File: src/rtl/uart_pkg.sv
// uart_pkg -- definitions shared by the UART transmitter and receiver.
//   txState_e    : transmitter FSM encoding (IDLE=0, START=1, DATA=2, PARITY=3, STOP=4)
//   delayFrames(): clocks per serial bit, (FMAX_MHz*1000000)/BaudRate
package uart_pkg;

  typedef enum logic [2:0] {
    IDLE   = 3'd0,
    START  = 3'd1,
    DATA   = 3'd2,
    PARITY = 3'd3,
    STOP   = 3'd4
  } txState_e;

  // Clock cycles per bit. The receiver uses the same formula, so both ends agree.
  function automatic int delayFrames(input logic [31:0] fmaxMhz, input logic [31:0] baudRate);
    return int'((fmaxMhz * 32'd1000000) / baudRate);
  endfunction

endpackage

File: src/rtl/uart_tx_fifo.sv
// uart_tx_fifo -- byte FIFO with first-word fall-through output.
//   clk, rst_n : clock, asynchronous active-low reset (empties the FIFO)
//   push, din  : enqueue din on a rising edge; ignored while full
//   pop        : dequeue the head entry; ignored while empty
//   dout       : head entry, valid whenever !empty
//   full/empty : occupancy flags
module uart_tx_fifo #(
  parameter int DEPTH = 16
) (
  input  logic       clk,
  input  logic       rst_n,
  input  logic       push,
  input  logic       pop,
  input  logic [7:0] din,
  output logic [7:0] dout,
  output logic       full,
  output logic       empty
);

  localparam int AW = $clog2(DEPTH);

  logic [7:0]    mem [DEPTH];
  logic [AW-1:0] wrPtr;
  logic [AW-1:0] rdPtr;
  logic [AW:0]   count;
  logic          doPush;
  logic          doPop;

  // A push into a full FIFO is dropped here, so a writer can never overwrite.
  assign doPush = push && !full;
  assign doPop  = pop && !empty;

  // NOTE: state registers use non-blocking assignments so every flop samples
  // the pre-edge value of every other flop, independent of statement order.
  always_ff @(posedge clk or negedge rst_n) begin
    if (!rst_n) begin
      wrPtr <= '0;
      rdPtr <= '0;
      count <= '0;
    end else begin
      // Pointers are exactly log2(DEPTH) bits wide and wrap on their own.
      if (doPush) wrPtr <= wrPtr + AW'(1);
      if (doPop)  rdPtr <= rdPtr + AW'(1);
      case ({doPush, doPop})
        2'b10:   count <= count + (AW+1)'(1);
        2'b01:   count <= count - (AW+1)'(1);
        default: ;  // idle, or push and pop together: occupancy unchanged
      endcase
    end
  end

  // NOTE: the storage array has no reset; an entry is only read after it has
  // been written, and leaving it out lets the array map onto plain RAM.
  always_ff @(posedge clk) begin
    if (doPush) mem[wrPtr] <= din;
  end

  assign dout  = mem[rdPtr];
  assign full  = (count == (AW+1)'(DEPTH));
  assign empty = (count == '0);

endmodule

File: src/rtl/uart_tx_buffered.sv
// uart_tx_buffered -- buffered UART transmitter for the console.
// Bytes arrive over a valid/ready handshake, wait in a FIFO, and are
// shifted out LSB-first as 8N1 frames (8E1 when UART_TX_PARITY_EN is defined).
//   clk          : system clock, all state on the rising edge
//   rst_n        : asynchronous active-low reset; aborts any frame in flight
//   wdata        : byte to send
//   wdata_valid  : wdata is valid
//   wdata_ready  : FIFO can take a byte (not full)
//   uart_tx      : registered serial line, idle high
//   busy         : frame in flight or bytes still queued
// Build option: define UART_TX_PARITY_EN to append an even-parity bit.
module uart_tx_buffered #(
  parameter logic [31:0] FMAX_MHz   = 32'd27,
  parameter logic [31:0] BaudRate   = 32'd115200,
  parameter int          FIFO_DEPTH = 16
) (
  input  logic       clk,
  input  logic       rst_n,
  input  logic [7:0] wdata,
  input  logic       wdata_valid,
  output logic       wdata_ready,
  output logic       uart_tx,
  output logic       busy
);

  import uart_pkg::*;

  localparam int DelayFrames = delayFrames(FMAX_MHz, BaudRate);
  localparam int CW = (DelayFrames > 1) ? $clog2(DelayFrames) : 1;
  localparam logic [CW-1:0] LastCnt = CW'(DelayFrames - 1);

  txState_e      state, stateNext;
  logic [CW-1:0] cnt, cntNext;
  logic [2:0]    bitIdx, bitIdxNext;
  logic [7:0]    shiftReg, shiftNext;
  logic          txReg, txNext;
  logic          lastTick;
  logic          startFrame;
  logic          fifoEmpty, fifoFull;
  logic [7:0]    fifoDout;
`ifdef UART_TX_PARITY_EN
  logic          parityBit, parityNext;
`endif

  uart_tx_fifo #(.DEPTH(FIFO_DEPTH)) u_fifo (
    .clk   (clk),
    .rst_n (rst_n),
    .push  (wdata_valid),
    .pop   (startFrame),
    .din   (wdata),
    .dout  (fifoDout),
    .full  (fifoFull),
    .empty (fifoEmpty)
  );

  assign lastTick = (cnt == LastCnt);

  always_comb begin
    // NOTE: every signal driven here gets a default first, so no path through
    // the case statement can leave one unassigned and infer a latch.
    stateNext  = state;
    cntNext    = cnt;
    bitIdxNext = bitIdx;
    shiftNext  = shiftReg;
    startFrame = 1'b0;
`ifdef UART_TX_PARITY_EN
    parityNext = parityBit;
`endif
    case (state)
      IDLE: startFrame = !fifoEmpty;
      START: begin
        if (lastTick) begin
          cntNext    = '0;
          bitIdxNext = '0;
          stateNext  = DATA;
        end else cntNext = cnt + CW'(1);
      end
      DATA: begin
        if (lastTick) begin
          cntNext   = '0;
          shiftNext = {1'b0, shiftReg[7:1]};
          if (bitIdx == 3'd7) begin
`ifdef UART_TX_PARITY_EN
            stateNext = PARITY;
`else
            stateNext = STOP;
`endif
          end else bitIdxNext = bitIdx + 3'd1;
        end else cntNext = cnt + CW'(1);
      end
`ifdef UART_TX_PARITY_EN
      PARITY: begin
        if (lastTick) begin
          cntNext   = '0;
          stateNext = STOP;
        end else cntNext = cnt + CW'(1);
      end
`endif
      STOP: begin
        if (lastTick) begin
          cntNext = '0;
          // Chain straight into the next start bit so queued frames stay contiguous.
          if (!fifoEmpty) startFrame = 1'b1;
          else            stateNext  = IDLE;
        end else cntNext = cnt + CW'(1);
      end
      default: stateNext = IDLE;
    endcase

    if (startFrame) begin
      shiftNext = fifoDout;
      cntNext   = '0;
      stateNext = START;
`ifdef UART_TX_PARITY_EN
      parityNext = ^fifoDout;
`endif
    end
  end

  // The pin level is derived from the next state so the registered output
  // changes on the same edge as the state, with no extra cycle of delay.
  always_comb begin
    txNext = 1'b1;
    case (stateNext)
      START:   txNext = 1'b0;
      DATA:    txNext = shiftNext[0];
`ifdef UART_TX_PARITY_EN
      PARITY:  txNext = parityNext;
`endif
      default: txNext = 1'b1;
    endcase
  end

  always_ff @(posedge clk or negedge rst_n) begin
    if (!rst_n) begin
      state    <= IDLE;
      cnt      <= '0;
      bitIdx   <= '0;
      shiftReg <= '0;
      txReg    <= 1'b1;
`ifdef UART_TX_PARITY_EN
      parityBit <= 1'b0;
`endif
    end else begin
      state    <= stateNext;
      cnt      <= cntNext;
      bitIdx   <= bitIdxNext;
      shiftReg <= shiftNext;
      txReg    <= txNext;
`ifdef UART_TX_PARITY_EN
      parityBit <= parityNext;
`endif
    end
  end

  assign uart_tx     = txReg;
  assign busy        = (state != IDLE) || !fifoEmpty;
  assign wdata_ready = !fifoFull;

endmodule

File: config.mk
export PLATFORM = sky130hd
export DESIGN_NAME = uart_tx_buffered
export DESIGN_NICKNAME = d
export VERILOG_FILES = /design/src/rtl/uart_pkg.sv /design/src/rtl/uart_tx_fifo.sv /design/src/rtl/uart_tx_buffered.sv
export SDC_FILE = /design/constraint.sdc
export NUM_CORES = 1
export LEC_CHECK = 0
export ABC_CLOCK_PERIOD_IN_PS = 4100
export CELL_PAD_IN_SITES_DETAIL_PLACEMENT = 1
export CELL_PAD_IN_SITES_GLOBAL_PLACEMENT = 2
export CORE_ASPECT_RATIO = 1.25
export CORE_MARGIN = 5
export CORE_UTILIZATION = 48
export CTS_CLUSTER_SIZE = 40
export DETAILED_ROUTE_END_ITERATION = 10
export DONT_BUFFER_PORTS = 1
export GPL_TIMING_DRIVEN = 0
export PLACE_DENSITY = 0.86
export SLEW_MARGIN = 20
export SYNTH_ARGS = -nofsm -noshare
export SYNTH_HDL_FRONTEND = slang
export SYNTH_SLANG_ARGS = --single-unit
File: constraint.sdc
create_clock -name clk -period 4.1 [get_ports clk]
set_input_delay 0.82 -clock clk [delete_from_list [all_inputs] [get_ports clk]]
set_output_delay 0.82 -clock clk [all_outputs]
set_load 0.01 [all_outputs]
==> metrics.cfg, run 1 <==
[placement]
numPortBuffers = 0
dp.final_hpwl_mm = 9.378
dp.cells = 600
place_area_mm2 = 0.007174
gp_congestion = 0.7801
place_ws_ns = 0.1301

[global_route]
grt_remaining_overflow = 0
grt_max_degree = 37
grt_pass1_vias = 4021
grt_antenna_before_repair = 0
grt_usage_pct = 18.16
grt_pass1_wl_mm = 23.03

[drt]
ant_nets = 0
wl_per_cell_um = 22.93
drtIter0Drc = 278
viasPerCell = 5.783
vias = 3672
drc = 0
finalWirelength_mm = 14.56
dr.pass1.iters = 5

[sta]
setup_slack_ns = 0.3877
hold_violations = 0
fin_skew_ns = 0.01128
drv_slew = 0
max_freq_ghz = 0.2694
period_share_pct = 90.54
setup_viol = 0
whs_ns = 0.08241
slew_headroom_pct = 42.78
grt_setup_unrepaired = no
fin_setup_tns_ns = 0
min_period_ns = 3.712
tightest_slew_ns = 0.8464

[power_and_ir_drop]
power.density_mw_per_mm2 = 675.6
power_mw = 5.280
p_leak_nw = 2.687
ir_drop_mv = 0.4221

[finish]
fillCellCount = 1308
syn_to_final_growth_pct = 12.74
fin_util_pct = 54.71
insertedDiodeCount = 0
final_cell_mix = 128 x edfxtp_1, 35 x dfrtp_1, 32 x nand2_1, 32 x mux4_2, 26 x nor2_1
drive_gt1_share_pct = 19.69
stdcell_count = 635
final_nets = 467
final_common_cell = edfxtp_1
final_area_mm2 = 0.007815

[logic_synthesis]
synth-edff-count = 128
synth_nets = 445
synth_area_mm2 = 0.006932
avgSynthCellArea_um2 = 16.43
synthTopCellsByArea = edfxtp_1 55%, dfrtp_1 13%, mux4_2 10%
synthFlopType = edfxtp_1
ys_types = 42
ys.warnings.count = 0
ys_seq_elements = 164
yosysTopAreaCell = edfxtp_1
ys_async_sr_fraction_pct = 21.95
synth_top_area_share_pct = 55.45
ys_seq_area_share_pct = 68.47
syn_inst = 422

[clocking]
cts_tree = done
cts_buffer_depth = 2
clk_latency_ns = 0.43
htreeDepth = 4
cts_buffers = 17
path_clk_slew_ns = 0.07
numClockSinks = 164
ctsRootBufferMaster = clkbuf_16

[worst_setup_path]
required_ns = 4.45
cp_slowest_stage_delay_ns = 0.50
critical_path.max_fanout = 11
cp_slowest_cell = or4b_1
path_cells = inv_1 > ha_1 > nand4_1 > or4b_1 > buf_4 > a2111oi_4 > buf_4 > buf_4 > ha_1 > clkbuf_1 > xor2_1 > ha_1 > nand2_1 > nand2_1 > a21oi_1 > nor3_1 > xor2_1
cp-start-kind = flop
path_class = reg2reg
crit_arrival_ns = 4.07
crit_path_end_kind = flop

[flow_run]
maxCapViolations = 0

[die]
core-area_mm2 = 0.01429
io_pins = 14
die_y_um = 144.4
dieArea_mm2 = 0.01696
start_util_pct = 48.52
die_width_um = 117.5
std_cell_rows = 49

[run_status]
outcome = completed

[min_path]
hold_class = in2async

[power by group]
group | switching, mW | internal (mW)
registers | 0.134 | 2.07
logic | 0.786 | 0.620
clock network | 0.698 | 0.977
[cell usage after synthesis (2+ instances only)]
master and count:
nor4_1 2, o21ai_0 13, nand2_1 32, dfrtp_1 35, o211ai_1 8, inv_1 6, a211oi_1 2, nand4_1 6
mux4_2 32, nor2_1 26, a31oi_1 2, nor4b_1 2, mux2i_1 16, ha_1 12, mux2_2 10, and2_1 3
nand3b_1 2, buf_4 2, or3_1 3, nand3_1 3, xor2_1 13, clkbuf_1 15, nor3_1 7, buf_2 4
nor2b_1 2, edfxtp_1 128, nand2b_1 3, a22o_1 2, a21oi_1 10, xnor2_1 7, buf_1 3
[cell families after synthesis]
kind of cell	synth area share [%]
flip-flops	68.47
AND/OR/NAND/NOR	6.390
multiplexers	14.33
AO/OA/AOI/OAI	4.007
buffers and inverters	1.967
XOR/XNOR	2.527
adder cells (fa/ha/maj)	2.310
[state kept, by name (all words and copies together), names as in the netlist]
signal and count:
bitIdx 3, u_fifo.count 5, shiftReg 8, u_fifo.rdPtr 4, cnt 8, u_fifo.wrPtr 4, state 3, u_fifo.mem 128
uart_tx 1
[critical path, delay by kind of cell (launching register included)]
family / cells / cell delay [ns]
flip-flops: 1 / 0.42
XOR/XNOR: 2 / 0.36
AND/OR/NAND/NOR: 5 / 1.04
adder cells (fa/ha/maj): 3 / 0.52
AO/OA/AOI/OAI: 2 / 0.35
buffers and inverters: 5 / 0.94
[cell type report]
cell class	instances	area (µm²)	area share, %
clock inverter	15	192.7	2.466
inverter	6	22.52	0.2882
tap	178	222.7	2.850
buffer	25	113.9	1.457
timing repair buffer	3	22.52	0.2882
multi-input combinational	227	2069	26.48
clock buffer	17	425.4	5.443
sequential	164	4746	60.73
[timing repair]
action                     4_1_cts  5_1_grt
setup buffers                    0        3
hold buffers                     0        0
resized for setup                0        0
setup endpoints to repair        0        1
[final timing paths]
kind | slack [ns] | start | to | cells past startpoint
min reg2reg | 0.50 | bitIdx[0] | bitIdx[0] | 1
max | 0.39 | cnt[1] | u_fifo.count[4] | 17
min in group clk | 0.48 | wdata[4] | u_fifo.mem[10][4] | 0
min | 0.08 | rst_n | u_fifo.count[2] | 0
max reg2reg | 0.39 | cnt[1] | u_fifo.count[4] | 17
max in group asynchronous | 3.84 | rst_n | uart_tx | 0
[metal layers]
| layer | vias up | GRT usage, % | share of wire, % |
|---|---|---|---|
| li1 | 1661 | - | - |
| met1 | 1916 | 21.46 | 41 |
| met2 | 81 | 32.75 | 54 |
| met3 | 14 | 4.382 | 3.9 |
| met4 | 0 | 6.220 | 1.4 |
| met5 | - | 0 | 0 |
Note: power is estimated with default switching activity, not from simulation.
==> run 2: changes to the inputs <==
--- a/config.mk
+++ b/config.mk
@@ -5,17 +5,17 @@
 export SDC_FILE = /design/constraint.sdc
 export NUM_CORES = 1
 export LEC_CHECK = 0
-export ABC_CLOCK_PERIOD_IN_PS = 4100
+export ABC_CLOCK_PERIOD_IN_PS = 4500
 export CELL_PAD_IN_SITES_DETAIL_PLACEMENT = 1
 export CELL_PAD_IN_SITES_GLOBAL_PLACEMENT = 2
 export CORE_ASPECT_RATIO = 1.25
 export CORE_MARGIN = 5
-export CORE_UTILIZATION = 48
+export CORE_UTILIZATION = 51
 export CTS_CLUSTER_SIZE = 40
 export DETAILED_ROUTE_END_ITERATION = 10
 export DONT_BUFFER_PORTS = 1
 export GPL_TIMING_DRIVEN = 0
-export PLACE_DENSITY = 0.86
+export PLACE_DENSITY = 0.9
 export SLEW_MARGIN = 20
 export SYNTH_ARGS = -nofsm -noshare
 export SYNTH_HDL_FRONTEND = slang
==> constraint.sdc (replaced) <==
create_clock -name clk -period 4.5 [get_ports clk]
set_input_delay 0.9 -clock clk [delete_from_list [all_inputs] [get_ports clk]]
set_output_delay 0.9 -clock clk [all_outputs]
set_load 0.01 [all_outputs]
==> run 2 against run 1 <==
Effect of this change:
- final cell count decreased by 1.6%
- maximum frequency decreased by 3.0%
- via count about the same
- non-clock buffer count decreased by 3
- first-iteration DRC count decreased by 8.3%
- sequential cell count unchanged
- largest power group unchanged
==> metrics.cfg, run 2 (synthesis gave the netlist of run 1 again) <==
[clocking]
ctsRootBufferMaster = clkbuf_16
numClockSinks = 164
path_clk_slew_ns = 0.07
cts_buffers = 17
htreeDepth = 4
hold_buffers = 0
post_cts_resized = 0
cts_buffer_depth = 2
cts_tree = done
clk_latency_ns = 0.43
postCtsSetupBuffers = 0

[sta]
hold_violations = 0
min_period_ns = 3.828
slew_headroom_pct = 36.95
period_share_pct = 85.07
max_freq_ghz = 0.2612
setup_slack_ns = 0.6717
tightest_slew_ns = 0.9326
grt_setup_unrepaired = no
setup_viol = 0
fin_setup_tns_ns = 0
fin_skew_ns = 0.006918
drv_slew = 0

[worst_setup_path]
crit_end = u_fifo.count[4]
critical_path.max_fanout = 11
cp_slowest_stage_delay_ns = 0.57
cp_common_cell = ha_1
crit_arrival_ns = 4.13
required_ns = 4.81
cp_slowest_cell = a2111oi_4
reg2regPathDepth = 15
cp-start-kind = flop
crit_buf_inv = 4
cp-startpoint = cnt[1]
path_cells = inv_1 > ha_1 > nand4_1 > or4b_1 > buf_4 > a2111oi_4 > buf_4 > ha_1 > clkbuf_1 > xor2_1 > ha_1 > a21oi_1 > a221oi_1 > nor3_1 > xor2_1
crit_path_end_kind = flop
r2r_slack_ns = 0.67
cp.depth = 15
reg2reg_to = u_fifo.count[4]
path_delay_family = compound AO/OA/AOI/OAI gates
path_class = reg2reg
rr_startpoint = cnt[1]

[placement]
place_area_mm2 = 0.007166
dp.final_hpwl_mm = 9.617
numPortBuffers = 0
place_ws_ns = 0.6800
gp_congestion = 0.7352

[finish]
drive_gt1_share_pct = 19.16
final_area_mm2 = 0.007785
final_nets = 464
fillCellCount = 1219
insertedDiodeCount = 0
largest_reg_flops = 128
ff_latch_area_mm2 = 0.004746
largest-register = u_fifo.mem
multi_input_area_mm2 = 0.002069
syn_to_final_growth_pct = 12.31
final_common_cell = edfxtp_1
final_cell_mix = 128 x edfxtp_1, 35 x dfrtp_1, 32 x nand2_1, 32 x mux4_2, 26 x nor2_1
largest_registers = u_fifo.mem x128, cnt x8, shiftReg x8

[power_and_ir_drop]
intPower_mw = 3.334
switching_share_pct = 30.59
power.density_mw_per_mm2 = 617.1
pwr-share-comb_pct = 26.5
seqPwrFrac_pct = 41.7
ir_drop_mv = 0.4107
p_sw_mw = 1.470
p_leak_nw = 2.669
p_clk_share_pct = 31.8

[min_path]
hold_class = in2async

[drt]
dr_wl_met2_mm = 7.710
finalWirelength_mm = 14.65
drc = 0
routed.top_layer = met4
drtIter0Drc = 255
viasPerCell = 5.880
ant_nets = 0
met1_length_mm = 5.905
wl_per_cell_um = 23.44
vias = 3675
dr.pass1.iters = 4
route.met3.wl_um = 706

[die]
die_y_um = 140.3
die_width_um = 114.3
std_cell_rows = 47
core-area_mm2 = 0.01329
io_pins = 14
start_util_pct = 52.16
dieArea_mm2 = 0.01604

[global_route]
grt_pass1_wl_mm = 23.64
grt_antenna_before_repair = 0
grt_remaining_overflow = 0
grt_pass1_vias = 4118
grt_max_degree = 37
grt_usage_pct = 20.16

[run_status]
outcome = completed

[flow_run]
maxCapViolations = 0

## run 2: changes by cell type in the layout (fill, tap and decap cells not counted), sizes merged
cell | previous run | this run
clkinvlp | 1 | 2
buf | 13 | 10
clkinv | 4 | 1
inv | 13 | 14
clkbuf | 32 | 33
## run 2: through the flow
step	power [mW]	utilization, %	hold WS (ns)	instances
2_1_floorplan	2.949	-	0.4557	422
3_3_place_gp	3.218	53.77	0.4721	593
3_5_place_dp	3.309	53.92	0.4965	593
4_1_cts	4.852	58.58	0.1376	625
5_1_grt	5.061	58.58	0.1354	625
6_report	4.804	58.58	0.1644	625
## run 2: worst min path at each step
stage / from / to / slack (ns) / cells after the start
after global placement: bitIdx[0] / bitIdx[0] / 0.47 / 1
after global routing: rst_n / u_fifo.count[2] / 0.14 / 0
after detailed placement: bitIdx[0] / bitIdx[0] / 0.50 / 1
after floorplan: bitIdx[0] / bitIdx[0] / 0.46 / 1
final: rst_n / u_fifo.count[3] / 0.16 / 0
after CTS: rst_n / cnt[4] / 0.14 / 0
## run 2: power groups by stage
| stage | Clock, mW | Sequential [mW] | Combinational (mW) |
|---|---|---|---|
| 3_3_place_gp | 0 | 2.01 | 1.20 |
| 6_report | 1.53 | 2.00 | 1.27 |
| 4_1_cts | 1.55 | 2.01 | 1.29 |
| 3_5_place_dp | 0 | 2.03 | 1.28 |
| 5_1_grt | 1.65 | 2.03 | 1.39 |
| 2_1_floorplan | 0 | 1.99 | 0.960 |
## run 2: routing by layer
metal / global-route usage, % / up-vias
met2: 33.87 / 93
met3: 5.306 / 21
li1: - / 1655
met5: 0 / -
met4: 8.005 / 0
met1: 24.81 / 1906
## run 2: area by class of cell
type,instances,area share [%]
tap,171,2.748
multi-input combinational,227,26.58
inverter,6,0.2893
buffer,25,1.463
sequential,164,60.96
clock inverter,14,2.443
clock buffer,18,5.513
==> run 3: changes to the inputs <==
--- a/config.mk
+++ b/config.mk
@@ -5,7 +5,6 @@
 export SDC_FILE = /design/constraint.sdc
 export NUM_CORES = 1
 export LEC_CHECK = 0
-export ABC_CLOCK_PERIOD_IN_PS = 4500
 export CELL_PAD_IN_SITES_DETAIL_PLACEMENT = 1
 export CELL_PAD_IN_SITES_GLOBAL_PLACEMENT = 2
 export CORE_ASPECT_RATIO = 1.25
==> results of run 3 <==
Final layout, timing and power as in run 2 (identical DEF).
